[config.mk]
export PLATFORM = sky130hd
export DESIGN_NAME = hdu_branch_ctrl
export DESIGN_NICKNAME = d
export VERILOG_FILES = /design/src/rtl/hdu_branch_ctrl_pkg.sv /design/src/rtl/hdu_branch_ctrl_sat_counter_table.sv /design/src/rtl/hdu_branch_ctrl.sv
export SDC_FILE = /design/constraint.sdc
export NUM_CORES = 1
export LEC_CHECK = 0
export CAP_MARGIN = 10
export CORE_MARGIN = 2
export CORE_UTILIZATION = 50
export CTS_CLUSTER_SIZE = 40
export DETAILED_ROUTE_END_ITERATION = 7
export PLACE_DENSITY = 0.85
export SETUP_SLACK_MARGIN = 0.4
export SYNTH_ARGS = -nofsm -noshare
export SYNTH_HDL_FRONTEND = slang
export SYNTH_HIERARCHICAL = 1
export SYNTH_SLANG_ARGS = --single-unit
[constraint.sdc]
create_clock -name i_clk -period 6 [get_ports i_clk]
set_clock_uncertainty 0.2 [all_clocks]
set_input_delay 0.9 -clock i_clk [delete_from_list [all_inputs] [get_ports i_clk]]
set_output_delay 0.9 -clock i_clk [all_outputs]
set_load 0.01 [all_outputs]
[src/rtl/hdu_branch_ctrl_pkg.sv]
// Shared hazard-unit definitions: jump-type encodings, predictor reset value,
// branch-control FSM states and the flag-based branch resolution helper.
package hdu_branch_ctrl_pkg;

    typedef enum logic [2:0] {
        JT_NONE   = 3'd0,
        JT_JZ     = 3'd1,
        JT_JN     = 3'd2,
        JT_JC     = 3'd3,
        JT_UNCOND = 3'd4
    } jump_type_e;

    typedef enum logic {
        ST_IDLE  = 1'b0,
        ST_FLUSH = 1'b1
    } hdu_state_e;

    localparam logic [1:0] PRED_RESET = 2'b01;

    function automatic logic is_resolvable(input logic [2:0] jtype);
        return (jtype == JT_JZ) || (jtype == JT_JN) ||
               (jtype == JT_JC) || (jtype == JT_UNCOND);
    endfunction

    // zcn = {carry, negative, zero}
    function automatic logic resolve_taken(input logic [2:0] jtype, input logic [2:0] zcn);
        case (jtype)
            JT_JZ:     return zcn[0];
            JT_JN:     return zcn[1];
            JT_JC:     return zcn[2];
            JT_UNCOND: return 1'b1;
            default:   return 1'b0;
        endcase
    endfunction

endpackage

[src/rtl/hdu_branch_ctrl_sat_counter_table.sv]
// Table of 2-bit saturating branch predictor counters with one combinational
// read port (counter MSB) and one synchronous update port.
module sat_counter_table
    import hdu_branch_ctrl_pkg::*;
#(
    parameter int unsigned IDX_W = 4
) (
    input  logic             clk,
    input  logic             rst_n,
    input  logic [IDX_W-1:0] rd_idx,
    output logic             rd_pred,
    input  logic             upd_en,
    input  logic [IDX_W-1:0] upd_idx,
    input  logic             upd_taken
);

    localparam int unsigned DEPTH = 1 << IDX_W;

    logic [1:0] cnt_q [DEPTH];

    always_ff @(posedge clk or negedge rst_n) begin
        if (!rst_n) begin
            for (int unsigned i = 0; i < DEPTH; i++) begin
                cnt_q[i] <= PRED_RESET;
            end
        end else if (upd_en) begin
            if (upd_taken && (cnt_q[upd_idx] != 2'b11)) begin
                cnt_q[upd_idx] <= cnt_q[upd_idx] + 2'd1;
            end else if (!upd_taken && (cnt_q[upd_idx] != 2'b00)) begin
                cnt_q[upd_idx] <= cnt_q[upd_idx] - 2'd1;
            end
        end
    end

    // Reads the registered table, so a same-cycle update is not visible yet.
    assign rd_pred = cnt_q[rd_idx][1];

endmodule

[src/rtl/hdu_branch_ctrl.sv]
// Branch hazard controller: resolves EX-stage branches against the flags,
// trains the predictor, and sequences flush/redirect on a mispredict.
module hdu_branch_ctrl
    import hdu_branch_ctrl_pkg::*;
#(
    parameter int unsigned FLAG_W       = 4,
    parameter int unsigned IDX_W        = 4,
    parameter int unsigned FLUSH_CYCLES = 2,
    parameter int unsigned CNT_W        = 16
) (
    input  logic              i_clk,
    input  logic              i_rst_n,
    input  logic [IDX_W-1:0]  i_if_idx,
    output logic              o_if_pred_taken,
    input  logic              i_ex_valid,
    input  logic [2:0]        i_ex_type,
    input  logic [IDX_W-1:0]  i_ex_idx,
    input  logic              i_ex_pred_taken,
    input  logic [FLAG_W-1:0] i_flags,
    output logic              o_flush,
    output logic              o_redirect,
    output logic              o_redirect_taken,
    output logic              o_busy,
    output logic [CNT_W-1:0]  o_mispredict_cnt
);

    localparam logic [3:0] FLUSH_LAST = 4'(FLUSH_CYCLES - 1);

    hdu_state_e state;
    logic [3:0] flush_cnt;
    logic       resolved;
    logic       actual_taken;
    logic       mispredict;
    logic       upd_en;
    logic       unused_flags;

    // Only zero/negative/carry take part in resolution.
    assign unused_flags = ^i_flags;

    assign resolved     = i_ex_valid && (state == ST_IDLE) && is_resolvable(i_ex_type);
    assign actual_taken = resolve_taken(i_ex_type, i_flags[2:0]);
    assign mispredict   = resolved && (actual_taken != i_ex_pred_taken);
    assign upd_en       = resolved && (i_ex_type != JT_UNCOND);

    sat_counter_table #(
        .IDX_W (IDX_W)
    ) u_table (
        .clk       (i_clk),
        .rst_n     (i_rst_n),
        .rd_idx    (i_if_idx),
        .rd_pred   (o_if_pred_taken),
        .upd_en    (upd_en),
        .upd_idx   (i_ex_idx),
        .upd_taken (actual_taken)
    );

    always_ff @(posedge i_clk or negedge i_rst_n) begin
        if (!i_rst_n) begin
            state            <= ST_IDLE;
            flush_cnt        <= '0;
            o_flush          <= 1'b0;
            o_redirect       <= 1'b0;
            o_redirect_taken <= 1'b0;
            o_busy           <= 1'b0;
            o_mispredict_cnt <= '0;
        end else begin
            o_redirect <= 1'b0;
            case (state)
                ST_IDLE: begin
                    if (mispredict) begin
                        state            <= ST_FLUSH;
                        flush_cnt        <= '0;
                        o_flush          <= 1'b1;
                        o_busy           <= 1'b1;
                        o_redirect       <= 1'b1;
                        o_redirect_taken <= actual_taken;
                        if (o_mispredict_cnt != '1) begin
                            o_mispredict_cnt <= o_mispredict_cnt + 1'b1;
                        end
                    end
                end
                ST_FLUSH: begin
                    if (flush_cnt == FLUSH_LAST) begin
                        state     <= ST_IDLE;
                        flush_cnt <= '0;
                        o_flush   <= 1'b0;
                        o_busy    <= 1'b0;
                    end else begin
                        flush_cnt <= flush_cnt + 4'd1;
                    end
                end
                default: begin
                    state   <= ST_IDLE;
                    o_flush <= 1'b0;
                    o_busy  <= 1'b0;
                end
            endcase
        end
    end

endmodule

# Yosys cells after proc, flatten, opt, wreduce, memory -nomap -nowiden
# Cells that the tools add are included.
dict set report totals {
  output_inout_bits 21
  inputBits 19
  regBits 56
  wordCells 83
}
dict set report classes {
  eq_ne 11
  bitwise_logic 3
  n_addsub 4
  muxes 23
  reduce_logical 17
  n_lt_le_gt_ge 3
}
# op n
set ops {}
lappend ops {{$bwmux 32} 2}
lappend ops {{$mux 32} 2}
lappend ops {{$add 16x1->16 const B} 1}
lappend ops {{$bmux 2 s4} 2}
lappend ops {{$ne 16x16->1 const B} 1}
lappend ops {{$ge 5x5->1 const B} 2}
lappend ops {{$mux 2} 5}
lappend ops {{$not 4->5} 2}
lappend ops {{$demux 2 s4} 1}
lappend ops {{$mux 4} 2}
lappend ops {{$pmux 4 s2} 1}
lappend ops {{$logic_and 1x1->1} 7}
lappend ops {{$eq 3x2->1 const B} 2}
lappend ops {{$reduce_and 2->1} 3}
lappend ops {{$lt 5x1->1 const B} 1}
lappend ops {{$mux 1} 5}
lappend ops {{$add 4x1->4 const B} 1}
lappend ops {{$eq 4x1->1 const B} 1}
lappend ops {{$ne 2x2->1 const B} 2}
lappend ops {{$pmux 1 s2} 2}
lappend ops {{$pmux 1 s4} 1}
lappend ops {{$reduce_bool 2->1} 2}
lappend ops {{$eq 3x1->1 const B} 1}
lappend ops {{$eq 3x3->1 const B} 1}
lappend ops {{other kinds (9)} 11}

# Logic depth before layout (Yosys ltp)
dict set report logic_depth {
  ltp_word 8
  ltp_mapped 10
  ltp_nobuf 7
}

# By module
# The synthesis kept the hierarchy.
# mod n_inst cells_per_inst seq_area_each_um2 area_per_inst_um2
set by_module_without_submodules {}
lappend by_module_without_submodules {sat_counter_table 1 143 820.8 2039.5}
lappend by_module_without_submodules {hdu_branch_ctrl 1 119 600.6 1320.0}

# Worst setup path after synthesis
# Ideal clock, no wire load.
dict set report synth_path {
  kind {input -> register}
  from {input i_ex_idx[0]}
  to {register u_table/cnt_q[25] (netlist name)}
  stages 10
  setup_slack_ns 2.634
  required_ns 5.675
  t_arrival_ns 3.041
  setup_time_ns 0.125
  cell_sequence {buf_6 -> buf_6 -> mux4_2 -> nand2_1 -> nand4_1 -> ha_1 -> mux2_4 -> buf_6 -> nor4_4 -> mux2_2}
}
dict set report synth_between {
  elab_chain_cells 8
}
# element line_no
set synth_lines {}
lappend synth_lines {{from (decl)} hdu_branch_ctrl.sv:17} ;# input logic [IDX_W-1:0] i_ex_idx,
lappend synth_lines {{$not 4->5 (implied by the code) (*)} --}
lappend synth_lines {{$bmux 2 s4 (tied with other cells)} --}
lappend synth_lines {{$mux 2 (implied by the code) or $logic_and 1x1->1 (tied branches)} --}
lappend synth_lines {{$mux 2, on equally long branches} --}
lappend synth_lines {{$sub 2x1->2 (tied with other cells)} hdu_branch_ctrl_sat_counter_table.sv:30} ;# cnt_q[upd_idx] <= cnt_q[upd_idx] - 2'd1;
lappend synth_lines {{$bwmux 32 (tied with other cells)} hdu_branch_ctrl_sat_counter_table.sv:30}
lappend synth_lines {{$mux 32 or $reduce_bool 2->1 (tied branches)} --}
lappend synth_lines {{$mux 32 or $reduce_and 2->1 (tied branches)} --}
lappend synth_lines {{to (signal, indexed assignment)} hdu_branch_ctrl_sat_counter_table.sv:28} ;# cnt_q[upd_idx] <= cnt_q[upd_idx] + 2'd1;
lappend synth_lines {{to (signal, indexed assignment)} hdu_branch_ctrl_sat_counter_table.sv:30}
lappend synth_lines {{to (decl)} hdu_branch_ctrl_sat_counter_table.sv:19} ;# logic [1:0] cnt_q [DEPTH];
# Mark *: on every way between the ends. The rest lies on a longest branch, timed or not. The select of a mux whose other input is x is not followed.
# A chain may end at the register's enable or synchronous reset.

# Worst setup path in the final report
dict set report layout_path {
  from {input i_ex_idx[0]}
  to {register u_table/cnt_q[1] (netlist name)}
}
# Same word-level chain as after synthesis.

==> results.tsv <==
stage	metric	value	unit
status	status	finished clean	
timing	Slew HR	0.201	
final_layout	# fillers	513	
pwr	switch share	0.320	
grt	antenna violations before repair	0	
final_layout	Layout area overhead	14.7	%
setup_path	CP Capture Type	register	
drt	via count	2242	
cts	CTS resizes	0	
yosys	compound-cell area share of the yosys netlist	0.0402	
timing	Setup TNS	0	ns
grt	vias in the first global route	2288	
yosys	Mapped Nets	286	
timing	Final Setup Violations	0	
pwr	Peak VDD IR	0.161	mV
yosys	Cells after Synth	262	
final_layout	fraction of layout cells with a size suffix above 1	0.347	
timing	worst-margin pin slew	1.18	ns
grt	first-pass GRT wire length	11.0	mm
die	Die Span X	86.0	um
yosys	Cell Area, Synth	0.00336	mm2
place	placed cells	369	
timing	fmax	232	MHz
setup_path	CP max-delay cell	clkdlybuf4s50_1	
drt	routed len/inst	17.3	um
yosys	Yosys warnings	6	
setup_path	WP buf/inv	2	
die	die area	0.00739	mm2
yosys	area leader, netlist	dfrtp_1	
yosys	Synth cell types	48	
yosys	number of synthesized flops with an enable pin	0	
timing	crit share post-route	0.717	
pwr	Seq pwr share	0.499	
die	std cell rows	29	
worst_hold_path	Hold/Removal Path Class	reg -> reg	
cts	CTS Buffer Depth	2	
pwr	NetSw	335	uW
setup_path	Worst Setup SP	i_ex_idx[0]	
yosys	post-synthesis area per instance	12.8	um2
die	# IOs	40	
place	global placer's final weighted congestion	0.794	
die	Starting Density	0.523	
cts	total CTS buffers	5	
cts	CTS tree	done	
drt	detailed-route wire length	6.53	mm
timing	fin. max-slew vios	0	
yosys	Yosys top cell area share	0.298	
final_layout	nets	323	
setup_path	CP top delay family	buffers and inverters	
setup_path	kind of critical path	in -> reg	
grt	GR Overflow Total	0	
yosys	ys async rst share	1.00	
yosys	Adder-Cell Fraction of Synth Area	0.0186	
cts	clk slew on worst S/H paths	0.10	ns
yosys	Synth Register Bits	56	
grt	GRT Total Usage	0.190	
cts	Hold Buf Count CTS	0	
final_layout	final core occ	0.600	
pwr	static leakage	0.00161	uW
die	core area	0.00642	mm2
place	placed instance area	0.00377	mm2
cts	Clock Latency Late Sink	0.31	ns
setup_path	Worst Path Required	6.05	ns
cts	Clock Sinks	56	
die	die height	86.0	um
setup_path	cell chain of the critical path	clkdlybuf4s50_1, mux4_2, nand3_1, and4_1, ha_1, xnor2_1, buf_4, mux2_2	
final_layout	antenna fix cells	0	
cts	CTS H-tree depth	2	
pwr	power share of the combinational group	0.304	
setup_path	Worst EP arrival	4.36	ns
yosys	sequential share of the synthesized area	0.423	
final_layout	final instance area	0.00385	mm2
drt	Final ANT Viol Nets	0	
pwr	Clk network pwr share	0.197	
cts	Post-CTS Setup Inserts	0	
timing	RSZ-0062 raised after global routing	no	
yosys	main combinational cell family by area after synthesis	multiplexers	
timing	Tmin final	4.30	ns
timing	Hold WS	0.304	ns
drt	DR iter-0 viols	147	
run	MaxCap Viol Count	0	
cts	Root Buffer	clkbuf_8	
yosys	mux cell area share after synthesis	0.255	
grt	pin count of the biggest net entering global routing	57	
timing	Hold Fails Final Rpt	0	
drt	Post-route DRC	0	
pwr	pwr/cell area	271	mW/mm2
place	HPWL Detailed	4.77	mm
yosys	main flop type after synthesis	dfrtp_1	
setup_path	CP Launch Type	input port	
yosys	ranking of synthesized cells by area	dfrtp_1, dfstp_2, mux2_2	
yosys	xor/xnor cell area share of the yosys netlist	0.0391	
final_layout	final cell count without fillers	377	
pwr	internal power	710	uW
setup_path	Largest stage delay, worst path	1.11	ns
worst_hold_path	Hold Path Origin	o_mispredict_cnt[14]	
place	PortBufs	38	
drt	Vias per Instance	5.95	
yosys	Post-Synth Simple-Gate Area	0.194	
setup_path	critical path peak fanout	16	
drt	drt first pass iters	4	
-- worst register-to-register path, stage by stage, from the launching register on --
cell and delay (ns):
dfstp_2 0.56, mux4_2 0.24, nand3_1 0.15, and4_1 0.27, ha_1 0.21, mux2_4 0.38, nor4_2 0.36, mux2_2 0.39
-- metal layers --
layer	global-route usage	vias up	routed length [um]
met3	0.0308	9	200
met1	0.247	1140	2870
li1	-	1056	-
met4	0.0620	0	66
met5	0	-	0
met2	0.323	37	3390
-- cells in the mapped netlist (all sizes together) (5+ instances only) --
library cell and number:
mux2 38, inv 6, ha 5, nand2 13, nand3 10, mux4 12, mux2i 15, dfstp 16
nor2 8, nand4 9, nor3 18, nand2b 5, xor2 13, nor4 9, buf 9, dfrtp 40
-- area by class of cell --
type / instances / area [um2] / area share
clock buffers: 7 / 76.3 / 0.0198
clock inverters: 1 / 8.76 / 0.00227
inverters: 6 / 22.5 / 0.00585
multi-input cells: 190 / 1840 / 0.477
flip-flops and latches: 56 / 1420 / 0.369
well taps: 77 / 96.3 / 0.0250
repair buffers: 40 / 390 / 0.101
-- power by group through the flow --
stage	clock, uW	sequential [uW]	combinational [uW]
floorplan	0	521	206
global placement	0	522	308
detailed placement	0	528	320
CTS	211	522	321
global route	226	533	348
finish	205	521	318
-- cell families after synthesis --
family          Yosys count
compound gates           16
flops                    56
mux                      65
xor+xnor                 15
buf+inv                  16
fa+ha+maj                 5
simple gates             89
-- metrics by stage --
stage | power (uW) | setup WS [ns]
after floorplan | 727 | 2.63
after CTS | 1050 | 1.66
final | 1040 | 1.70
after global routing | 1110 | 1.52
after detailed placement | 848 | 1.34
after global placement | 830 | 1.48
-- layout by cell type, fill, tap and decap left out, types with 2 or more instances in the layout --
cell / count
mux2_2: 35
mux4_2: 12
xnor2_1: 2
buf_4: 2
dfstp_2: 16
a21o_1: 2
nand3_1: 10
a21oi_1: 2
clkbuf_8: 5
and4_1: 2
nor3_1: 3
nor2_1: 7
nand4_1: 9
nand2_1: 13
nor2b_1: 3
mux2i_1: 14
clkdlybuf4s50_1: 37
nor3b_1: 2
a211o_1: 2
mux2_1: 2
ha_1: 5
nor4_2: 4
nor3_2: 15
nand2b_1: 5
and2_1: 2
clkbuf_1: 2
o21ai_0: 4
inv_1: 6
nor4_1: 4
dfrtp_1: 40
a211oi_2: 2
xor2_1: 13
-- path summary, 6_finish.rpt --
check | endpoint | slack (ns) | cells after the start
setup / recovery | u_table/cnt_q[1] | 1.70 | 8
hold / removal | o_mispredict_cnt[14] | 0.30 | 1
setup reg to reg | u_table/cnt_q[29] | 3.13 | 7
hold reg to reg | o_mispredict_cnt[14] | 0.30 | 1
max in group asynchronous | u_table/cnt_q[15] | 4.62 | 2
min in group asynchronous | o_mispredict_cnt[3] | 0.51 | 2
No activity file was read; power rests on OpenSTA's default activity.
